$ cat src/rtl/ccd_seq_pkg.sv
// Shared types and default sizing for the CCD clock sequencer.
package ccd_seq_pkg;
  localparam int HALF_W_DEF = 4;
  localparam int PIX_W_DEF  = 11;
  localparam int LINE_W_DEF = 11;
  localparam int PTX_W_DEF  = 8;

  typedef enum logic [1:0] {
    ST_IDLE  = 2'd0,
    ST_VXFER = 2'd1,
    ST_HREAD = 2'd2,
    ST_FEND  = 2'd3
  } ccd_state_e;
endpackage

$ cat src/rtl/ccd_pixel_phase.sv
// Pixel phase counter: generates the horizontal clocks, reset gate and ADC strobe.
module ccd_pixel_phase #(
  parameter int HALF_W = 4
) (
  input  logic              clk_i,
  input  logic              rst_n_i,
  input  logic              en_i,
  input  logic              act_i,
  input  logic              hold_i,
  input  logic [HALF_W-1:0] half_i,
  input  logic [HALF_W-1:0] rst_i,
  output logic              phi_l1_o,
  output logic              phi_l2_o,
  output logic              phi_r_o,
  output logic              sample_o,
  output logic              wrap_o
);
  localparam int PH_W = HALF_W + 1;

  logic [PH_W-1:0] ph_q, ph_d, last;
  logic            l1_q, l2_q, r_q, smp_q;

  assign last   = {half_i, 1'b0} - PH_W'(1);
  assign wrap_o = en_i && (ph_q == last);
  // Phase restarts at 0 whenever HREAD is (re)entered or a pixel wraps.
  assign ph_d   = (act_i && en_i && !wrap_o) ? ph_q + PH_W'(1) : '0;

  always_ff @(posedge clk_i) begin
    if (!rst_n_i) begin
      ph_q  <= '0;
      l1_q  <= 1'b0;
      l2_q  <= 1'b0;
      r_q   <= 1'b0;
      smp_q <= 1'b0;
    end else begin
      ph_q  <= ph_d;
      l2_q  <= hold_i | (act_i && (ph_d < PH_W'(half_i)));
      l1_q  <= act_i && (ph_d >= PH_W'(half_i));
      r_q   <= act_i && (ph_d < PH_W'(rst_i));
      smp_q <= act_i && (ph_d == last);
    end
  end

  assign phi_l1_o = l1_q;
  assign phi_l2_o = l2_q;
  assign phi_r_o  = r_q;
  assign sample_o = smp_q;
endmodule

$ cat src/rtl/ccd_clock_sequencer.sv
// CCD readout clock sequencer: vertical transfer, per-pixel horizontal clocking, frame control.
module ccd_clock_sequencer
  import ccd_seq_pkg::*;
#(
  parameter int HALF_W = HALF_W_DEF,
  parameter int PIX_W  = PIX_W_DEF,
  parameter int LINE_W = LINE_W_DEF,
  parameter int PTX_W  = PTX_W_DEF
) (
  input  logic              clk_i,
  input  logic              rst_n_i,
  input  logic              start_i,
  input  logic              stop_i,
  input  logic              cont_i,
  input  logic [HALF_W-1:0] cfg_half_i,
  input  logic [HALF_W-1:0] cfg_rst_i,
  input  logic [PIX_W-1:0]  cfg_pixels_i,
  input  logic [LINE_W-1:0] cfg_lines_i,
  input  logic [PTX_W-1:0]  cfg_ptx_i,
  output logic              phi_p_o,
  output logic              phi_l1_o,
  output logic              phi_l2_o,
  output logic              phi_r_o,
  output logic              sample_o,
  output logic              busy_o,
  output logic              line_done_o,
  output logic              frame_done_o,
  output logic              cfg_err_o,
  output logic [PIX_W-1:0]  pix_idx_o,
  output logic [LINE_W-1:0] line_idx_o
);
  ccd_state_e        state_q, state_d;
  logic [HALF_W-1:0] half_q, rst_q, half_eff, rst_eff;
  logic [PIX_W-1:0]  npix_q, pix_q, pix_d;
  logic [LINE_W-1:0] nline_q, line_q, line_d;
  logic [PTX_W-1:0]  ptx_q, ptx_cnt_q, ptx_cnt_d, ptx_eff;
  logic              cont_q, stop_seen_q, stop_seen_d;
  logic              phi_p_q, busy_q, line_done_q, frame_done_q, cfg_err_q;
  logic              latch, line_done_d, cfg_err_d, abort, wrap;
  logic              pix_last, line_last, ptx_last;

  assign half_eff = (cfg_half_i == '0) ? HALF_W'(1) : cfg_half_i;
  assign rst_eff  = (cfg_rst_i > half_eff) ? half_eff : cfg_rst_i;
  assign ptx_eff  = (cfg_ptx_i == '0) ? PTX_W'(1) : cfg_ptx_i;

  // Widened compares so counters can never wrap at full-scale config.
  assign pix_last  = ({1'b0, pix_q} + (PIX_W+1)'(1)) == {1'b0, npix_q};
  assign line_last = ({1'b0, line_q} + (LINE_W+1)'(1)) == {1'b0, nline_q};
  assign ptx_last  = ({1'b0, ptx_cnt_q} + (PTX_W+1)'(1)) == {1'b0, ptx_q};
  assign abort     = stop_i && !cont_q && (state_q == ST_VXFER || state_q == ST_HREAD);

  always_comb begin
    state_d     = state_q;
    pix_d       = pix_q;
    line_d      = line_q;
    ptx_cnt_d   = ptx_cnt_q;
    stop_seen_d = stop_seen_q | (stop_i && state_q != ST_IDLE);
    latch       = 1'b0;
    line_done_d = 1'b0;
    cfg_err_d   = 1'b0;
    unique case (state_q)
      ST_IDLE: if (start_i) begin
        if (cfg_pixels_i == '0 || cfg_lines_i == '0) cfg_err_d = 1'b1;
        else begin
          latch       = 1'b1;
          state_d     = ST_VXFER;
          pix_d       = '0;
          line_d      = '0;
          ptx_cnt_d   = '0;
          stop_seen_d = 1'b0;
        end
      end
      ST_VXFER: begin
        if (abort) state_d = ST_IDLE;
        else if (ptx_last) begin
          state_d   = ST_HREAD;
          ptx_cnt_d = '0;
        end else ptx_cnt_d = ptx_cnt_q + PTX_W'(1);
      end
      ST_HREAD: begin
        if (abort) state_d = ST_IDLE;
        else if (wrap) begin
          if (pix_last) begin
            pix_d       = '0;
            line_d      = line_q + LINE_W'(1);
            line_done_d = 1'b1;
            state_d     = line_last ? ST_FEND : ST_VXFER;
          end else pix_d = pix_q + PIX_W'(1);
        end
      end
      ST_FEND: begin
        if (cont_q && !stop_seen_d) begin
          state_d = ST_VXFER;
          line_d  = '0;
        end else state_d = ST_IDLE;
      end
      default: state_d = ST_IDLE;
    endcase
  end

  always_ff @(posedge clk_i) begin
    if (!rst_n_i) begin
      state_q      <= ST_IDLE;
      pix_q        <= '0;
      line_q       <= '0;
      ptx_cnt_q    <= '0;
      stop_seen_q  <= 1'b0;
      half_q       <= '0;
      rst_q        <= '0;
      npix_q       <= '0;
      nline_q      <= '0;
      ptx_q        <= '0;
      cont_q       <= 1'b0;
      phi_p_q      <= 1'b0;
      busy_q       <= 1'b0;
      line_done_q  <= 1'b0;
      frame_done_q <= 1'b0;
      cfg_err_q    <= 1'b0;
    end else begin
      state_q      <= state_d;
      pix_q        <= pix_d;
      line_q       <= line_d;
      ptx_cnt_q    <= ptx_cnt_d;
      stop_seen_q  <= stop_seen_d;
      if (latch) begin
        half_q  <= half_eff;
        rst_q   <= rst_eff;
        npix_q  <= cfg_pixels_i;
        nline_q <= cfg_lines_i;
        ptx_q   <= ptx_eff;
        cont_q  <= cont_i;
      end
      phi_p_q      <= state_d == ST_VXFER;
      busy_q       <= state_d != ST_IDLE;
      line_done_q  <= line_done_d;
      frame_done_q <= state_d == ST_FEND;
      cfg_err_q    <= cfg_err_d;
    end
  end

  ccd_pixel_phase #(.HALF_W(HALF_W)) u_phase (
    .clk_i    (clk_i),
    .rst_n_i  (rst_n_i),
    .en_i     (state_q == ST_HREAD),
    .act_i    (state_d == ST_HREAD),
    .hold_i   (state_d == ST_VXFER),
    .half_i   (half_q),
    .rst_i    (rst_q),
    .phi_l1_o (phi_l1_o),
    .phi_l2_o (phi_l2_o),
    .phi_r_o  (phi_r_o),
    .sample_o (sample_o),
    .wrap_o   (wrap)
  );

  assign phi_p_o      = phi_p_q;
  assign busy_o       = busy_q;
  assign line_done_o  = line_done_q;
  assign frame_done_o = frame_done_q;
  assign cfg_err_o    = cfg_err_q;
  assign pix_idx_o    = pix_q;
  assign line_idx_o   = line_q;
endmodule
$ cat config.mk
export PLATFORM = sky130hd
export DESIGN_NAME = ccd_clock_sequencer
export DESIGN_NICKNAME = d
export VERILOG_FILES = /design/src/rtl/ccd_seq_pkg.sv /design/src/rtl/ccd_pixel_phase.sv /design/src/rtl/ccd_clock_sequencer.sv
export SDC_FILE = /design/constraint.sdc
export NUM_CORES = 1
export LEC_CHECK = 0
export ABC_AREA = 0
export BUFFER_PORTS_ARGS = -buffer_cell sky130_fd_sc_hd__buf_4
export CAP_MARGIN = 15
export CORE_UTILIZATION = 58
export DETAILED_ROUTE_END_ITERATION = 10
export PLACE_DENSITY = 0.89
export SYNTH_ARGS = -nofsm -noshare
export SYNTH_HDL_FRONTEND = slang
export SYNTH_HIERARCHICAL = 1
export SYNTH_SLANG_ARGS = --single-unit
$ cat constraint.sdc
create_clock -name clk_i -period 5.3 [get_ports clk_i]
set_clock_uncertainty 0.1 [all_clocks]
set_input_delay 0.265 -clock clk_i [delete_from_list [all_inputs] [get_ports clk_i]]
set_output_delay 0.265 -clock clk_i [all_outputs]
set_load 0.01 [all_outputs]
Yosys cells after proc, flatten, opt, wreduce, memory -nomap -nowiden

Cells that the tools add are included.

Add/sub/neg operators: 8
Multipliers: 0
Divide/modulo/power cells: 0
$lt $le $gt $ge: 4
Equal/unequal tests: 18
Shifts and indexed selects: 0
Mux-type cells: 38
Bitwise gates (word level): 5
Reduce and logical (&&, ||, !) cells: 31

Operators by type and width:

| operator                                                        | number |
|---|---|
| 11-bit 2-to-1 mux                                               | 9 |
| 8-bit 2-to-1 mux                                                | 5 |
| 11-bit one-hot mux with 3 select lines                          | 1 |
| 11-bit by 1-bit adder with 12-bit output, second input constant | 2 |
| 12-bit by 11-bit equality test with 1-bit output                | 2 |
| 11-bit by 1-bit adder with 11-bit output, second input constant | 2 |
| 11-bit logical NOT                                              | 2 |
| 11-bit one-hot mux with 2 select lines                          | 1 |
| 2-bit 2-to-1 mux                                                | 8 |
| 8-bit one-hot mux with 2 select lines                           | 1 |
| 2-bit inequality test, second input constant                    | 7 |
| 1-bit logical AND                                               | 11 |
| 5-bit equality test                                             | 2 |
| 5-bit by 4-bit < comparator with 1-bit output                   | 2 |
| 8-bit by 1-bit adder with 9-bit output, second input constant   | 1 |
| 9-bit by 8-bit equality test with 1-bit output                  | 1 |
| 1-bit 2-to-1 mux                                                | 9 |
| 8-bit by 1-bit adder with 8-bit output, second input constant   | 1 |
| 2-bit equality test, second input constant                      | 4 |
| 8-bit logical NOT                                               | 1 |
| 4-bit 2-to-1 mux                                                | 2 |
| 2-bit one-hot mux with 4 select lines                           | 1 |
| 2-bit nonzero test                                              | 4 |
| 7-bit AND reduction                                             | 1 |
| other kinds (17)                                                | 24 |

Bits in registers: 86
Latch bits: 0
Bits in writable memories: 0
ROM bits: 0
Input port bits: 43
Output and inout bits: 31
Memories: 0

Longest topological paths before layout

Depth after elaboration: 14
Depth in mapped cells: 19

Cells and area by module

Netlist, hierarchy kept.

By module, submodules not included:

| module              | times used | cells each | area each (um^2) |
|---|---|---|---|
| ccd_clock_sequencer | 1          | 547        | 4,549.4 |
| ccd_pixel_phase     | 1          | 79         | 720.7 |

Worst setup path after synthesis

No wires, ideal clock.

Path type: reg-to-reg
Start point: register half_q[0]
End point: register u_phase.r_q, in the netlist u_phase/phi_r_o
Data arrival time: 4.191 ns
Setup slack: 0.910 ns
Cell stages (with the launch flop): 17
Buffers on the path: 0
Clock period less this slack: 4.390 ns
Path through: dfxtp_1 > inv_1 > ha_1 > xor3_1 > or4_4 > nor2_2 > and4b_1 > nand4_1 > mux2i_1 > a21boi_0 > nand2_1 > o21ba_2 > and2_1 > ha_1 > a21o_1 > a21o_1 > a2111oi_4

Word-level cells in the longest chain between the ends: 12

Ends and longest elaborated chain:

| element                                           | RTL line                   | source |
|---|---|---|
| start, declared                                   | ccd_clock_sequencer.sv:33  | `logic [HALF_W-1:0] half_q, rst_q, half_eff, rst_eff;` |
| start signal, assigned                            | ccd_clock_sequencer.sv:126 | `half_q <= half_eff;` |
| 5-bit by 1-bit subtractor with 5-bit output (*)   | ccd_pixel_phase.sv:23      | `assign last = {half_i, 1'b0} - PH_W'(1);` |
| 5-bit equality test (*)                           | ccd_pixel_phase.sv:24      | `assign wrap_o = en_i && (ph_q == last);` |
| 1-bit logical AND (*)                             | ccd_pixel_phase.sv:24      |  |
| net wrap                                          | ccd_clock_sequencer.sv:39  | `logic latch, line_done_d, cfg_err_d, abort, wrap;` |
| 2-bit 2-to-1 mux                                  | ccd_clock_sequencer.sv:82  | `else if (wrap) begin` |
| 2-bit 2-to-1 mux                                  | ccd_clock_sequencer.sv:81  | `if (abort) state_d = ST_IDLE;` |
| 2-bit one-hot mux with 4 select lines             | ccd_clock_sequencer.sv:61  | `unique case (state_q)` |
| 2-bit equality test                               | ccd_clock_sequencer.sv:145 | `.act_i (state_d == ST_HREAD),` |
| 1-bit logical AND                                 | ccd_pixel_phase.sv:26      | `assign ph_d = (act_i && en_i && !wrap_o) ? ph_q + PH_W'(1) : '0;` |
| 1-bit logical AND (*)                             | ccd_pixel_phase.sv:26      |  |
| 5-bit 2-to-1 mux (*)                              | ccd_pixel_phase.sv:26      |  |
| net u_phase.ph_d[1]                               | ccd_pixel_phase.sv:20      | `logic [PH_W-1:0] ph_q, ph_d, last;` |
| 5-bit by 4-bit < comparator with 1-bit output (*) | ccd_pixel_phase.sv:39      | `r_q <= act_i && (ph_d < PH_W'(rst_i));` |
| 1-bit logical AND (*)                             | ccd_pixel_phase.sv:39      |  |
| end signal, assigned                              | ccd_pixel_phase.sv:39      |  |
| end, declared                                     | ccd_pixel_phase.sv:21      | `logic l1_q, l2_q, r_q, smp_q;` |

Mark *: on every way through the listed nets, which the timed path passes. The rest lies on a longest branch.
A chain may end at the register's enable or synchronous reset.

Worst setup path after layout

Same ends and word-level chain as after synthesis.

==> summary.txt <==
Power and ir drop
  – Leakage: 0.00251 uW
  – Peak VDD IR: 0.000144 V
  – PD cells: 249 nW/um^2

Worst setup path
  – Worst r2r dst: u_phase/phi_r_o
  – Crit Path Class: reg -> reg
  – Critical Path Sink: u_phase/phi_r_o
  – Crit path max fanout: 7
  – FF-to-FF Start: half_q[0]
  – R2R Setup Slk: 0.42 ns
  – Worst R2R Path Depth: 16
  – Crit path DAT: 5.04 ns
  – CP startpoint: half_q[0]
  – Startpoint type of the worst setup path: flop
  – WP data required: 5.46 ns
  – Critical Path Sink Type: flop

Clocking
  – CTS tree: done
  – CTS Buf Count: 9
  – H-tree depth: 3
  – Post-CTS sizing: 0
  – Clk sink count: 86
  – Post-CTS Setup Inserts: 0
  – CTS root buf: clkbuf_8
  – Clock tree buffer depth: 2
  – Reg clk slew, reported paths: 0.09 ns
  – Clock Latency Late Sink: 0.36 ns
  – # hold bufs at CTS: 0

Floorplan
  – Die ar.: 9470 sq um
  – Initial core utilization: 60.1%
  – Rows: 34
  – I/O pins: 74
  – Die Y: 97.3 microns
  – Core box area: 8760 sq um
  – Die width: 97.3 microns

Synthesis
  – Syn Inst Count: 626
  – YS warnings: 6
  – Post-Synthesis Cell Area: 5270 sq um
  – Number of synthesized flops with an enable pin: 0
  – Distinct cells, synth: 70
  – Syn_nets: 689
  – Synth area leaders: dfxtp_1 33%, mux2i_1 7.6%, ha_1 4.7%
  – Ys flop type: dfxtp_1
  – FFs w/ async S/R, synth: 0%
  – Register bit count reported by yosys: 86
  – Synth top area share: 32.7%
  – Seq/Total Area, Yosys: 32.7%
  – Avg Cell Area, Syn: 8.42 sq um
  – Cell taking the most area after synthesis: dfxtp_1

Layout
  – Ant diodes: 0
  – Layout cells sized above 1: 15.8%
  – Area of the multi-input gates: 3300 sq um
  – Reg area: 1720 sq um
  – Fillcell total: 663
  – Nets: 744
  – Area grow syn2layout: 14.4%

Flow run
  – Max Cap Violations: 0

Timing
  – Post-Route Setup TNS: 0 ns
  – Min cycle time layout: 4.88 ns
  – Rel. slew slack: 41.8%
  – Final hold vios: 0
  – RSZ-0062 raised after global routing: no
  – Fmax: 205 MHz
  – Crit share post-route: 92.1%
  – Final setup violation count: 0
  – Worst slew pin tran: 0.870 ns
  – Hold_ws: 0.0405 ns
  – Max-slew violation count: 0

Global route
  – M1 GR Usage: 35.6%
  – Gr busiest metal: met2
  – Global Route Usage Sum: 28.5%
  – Initial antenna violation count: 0
  – Total grt overflow: 0
  – Largest net degree at the start of global routing: 61
  – First-pass GRT wire length: 22200 microns
  – Vias in the first global route: 4750
  – Met2 Usage GRT: 47.8%
  – Met3 Use GR: 5.61%

Hold path
  – HP Class: in -> reg

Drt
  – Average wire per standard cell: 17.0 microns
  – Routed Antenna Nets: 0
  – Mean number of vias per cell: 6.42
  – Initial DRC Count: 297
  – Drt first pass iters: 5
  – Vias post-DR: 5091
  – Final WL: 13500 microns
  – Drt drc: 0

Run status
  – Outcome: completed

Placement
  – DP Wirelength: 9650 microns
  – Input/output buffers: 73
  – Gpl congestion: 0.948
-- cell usage in the layout (no fill, tap or decap), drive strengths merged, types with 4 or more instances in the layout --
master	n
nor4	9
o21a	13
and3	9
xor2	17
and4	5
a21oi	26
nor3b	7
and2	16
ha	20
inv	24
clkbuf	11
dfxtp	86
xnor2	25
mux2i	40
a21o	4
nand3b	6
nor2	61
nand4	18
a31oi	17
nand2	34
a2111oi	4
clkinv	4
buf	78
nor2b	9
a31o	4
o21ai	19
nor3	17
or3	5
nand3	30
o31a	4
o211ai	4
a211oi	4
o31ai	6
-- how the worst min path moves through the flow --
stage / startpoint / slack [ns] / to / depth (start not counted)
2_1_floorplan: rst_n_i / 0.28 / u_phase/phi_l2_o / 1
3_3_place_gp: nline_q[10] / 0.40 / nline_q[10] / 2
3_5_place_dp: ptx_q[0] / 0.41 / ptx_q[0] / 2
4_1_cts: cfg_lines_i[3] / 0.04 / nline_q[3] / 3
5_1_grt: cfg_pixels_i[0] / 0.03 / npix_q[0] / 3
6_report: cfg_pixels_i[0] / 0.04 / npix_q[0] / 3
-- cell families (layout without fill, tap and decap cells) --
logic type / Yosys count / count (layout) / synth area share [%]
fa+ha+maj: 20 / 20 / 4.75
compound gates: 129 / 129 / 17.4
simple gates: 246 / 246 / 25.0
xor+xnor: 43 / 43 / 7.43
mux: 42 / 42 / 8.02
flops: 86 / 86 / 32.7
buf+inv: 60 / 119 / 4.72
-- worst max-delay path, cell delays in order (launching register included) --
cell and delay, ns:
dfxtp_1 0.46, inv_1 0.07, ha_1 0.25, xor3_1 0.35, or4_4 0.57, nor2_2 0.22, and4b_1 0.23, nand4_1 0.25
mux2i_1 0.25, a21boi_1 0.38, nand2_1 0.22, o21ba_2 0.35, and2_1 0.17, ha_1 0.23, a21o_1 0.16, a21o_1 0.20
a2111oi_4 0.33
-- per-layer routing --
metal	wire length, microns	up-vias
li1	-	2396
met1	5480	2375
met2	6600	280
met3	1060	40
met4	306	0
met5	0	-
-- where the power goes --
part	switching [uW]	internal, uW
registers	31.3	680
logic	183	148
clock network	232	227
-- per-stage QoR --
step	instance area, sq um	setup slack, ns	utilization [%]	power, uW	instances
floorplan	5270	0.910	-	948	626
global placement	5840	0.627	66.6	1030	778
detailed placement	5840	0.449	66.6	1050	778
CTS	6030	0.356	68.8	1500	793
global route	6030	0.159	68.8	1580	793
finish	6030	0.420	68.8	1500	793
-- synthesized netlist by cell type (all sizes together), types with 6 or more instances --
master and n:
a21oi 26, a31oi 17, and2 16, and3 9
buf 10, clkbuf 24, dfxtp 86, ha 20
inv 24, mux2i 40, nand2 34, nand3 30
nand3b 6, nand4 18, nor2 61, nor2b 9
nor3 17, nor3b 7, nor4 9, o21a 13
o21ai 19, o31ai 6, xnor2 25, xor2 17
-- state kept, by name, summed over array words and instances (netlist names), 2 cells and up --
register / count
line_idx_o: 11
nline_q: 11
npix_q: 11
pix_idx_o: 11
ptx_cnt_q: 8
ptx_q: 8
u_phase/ph_q: 5
half_q: 4
rst_q: 4
state_q: 2
-- layout make-up --
cell class,count,share of cell area [%]
multi-input combinational,480,54.7
sequential,86,28.6
timing repair buffer,78,9.71
clock buffer,11,2.35
tap,108,2.24
inverter,26,1.62
clock inverter,4,0.789
Note: power is estimated with default switching activity, not from simulation.
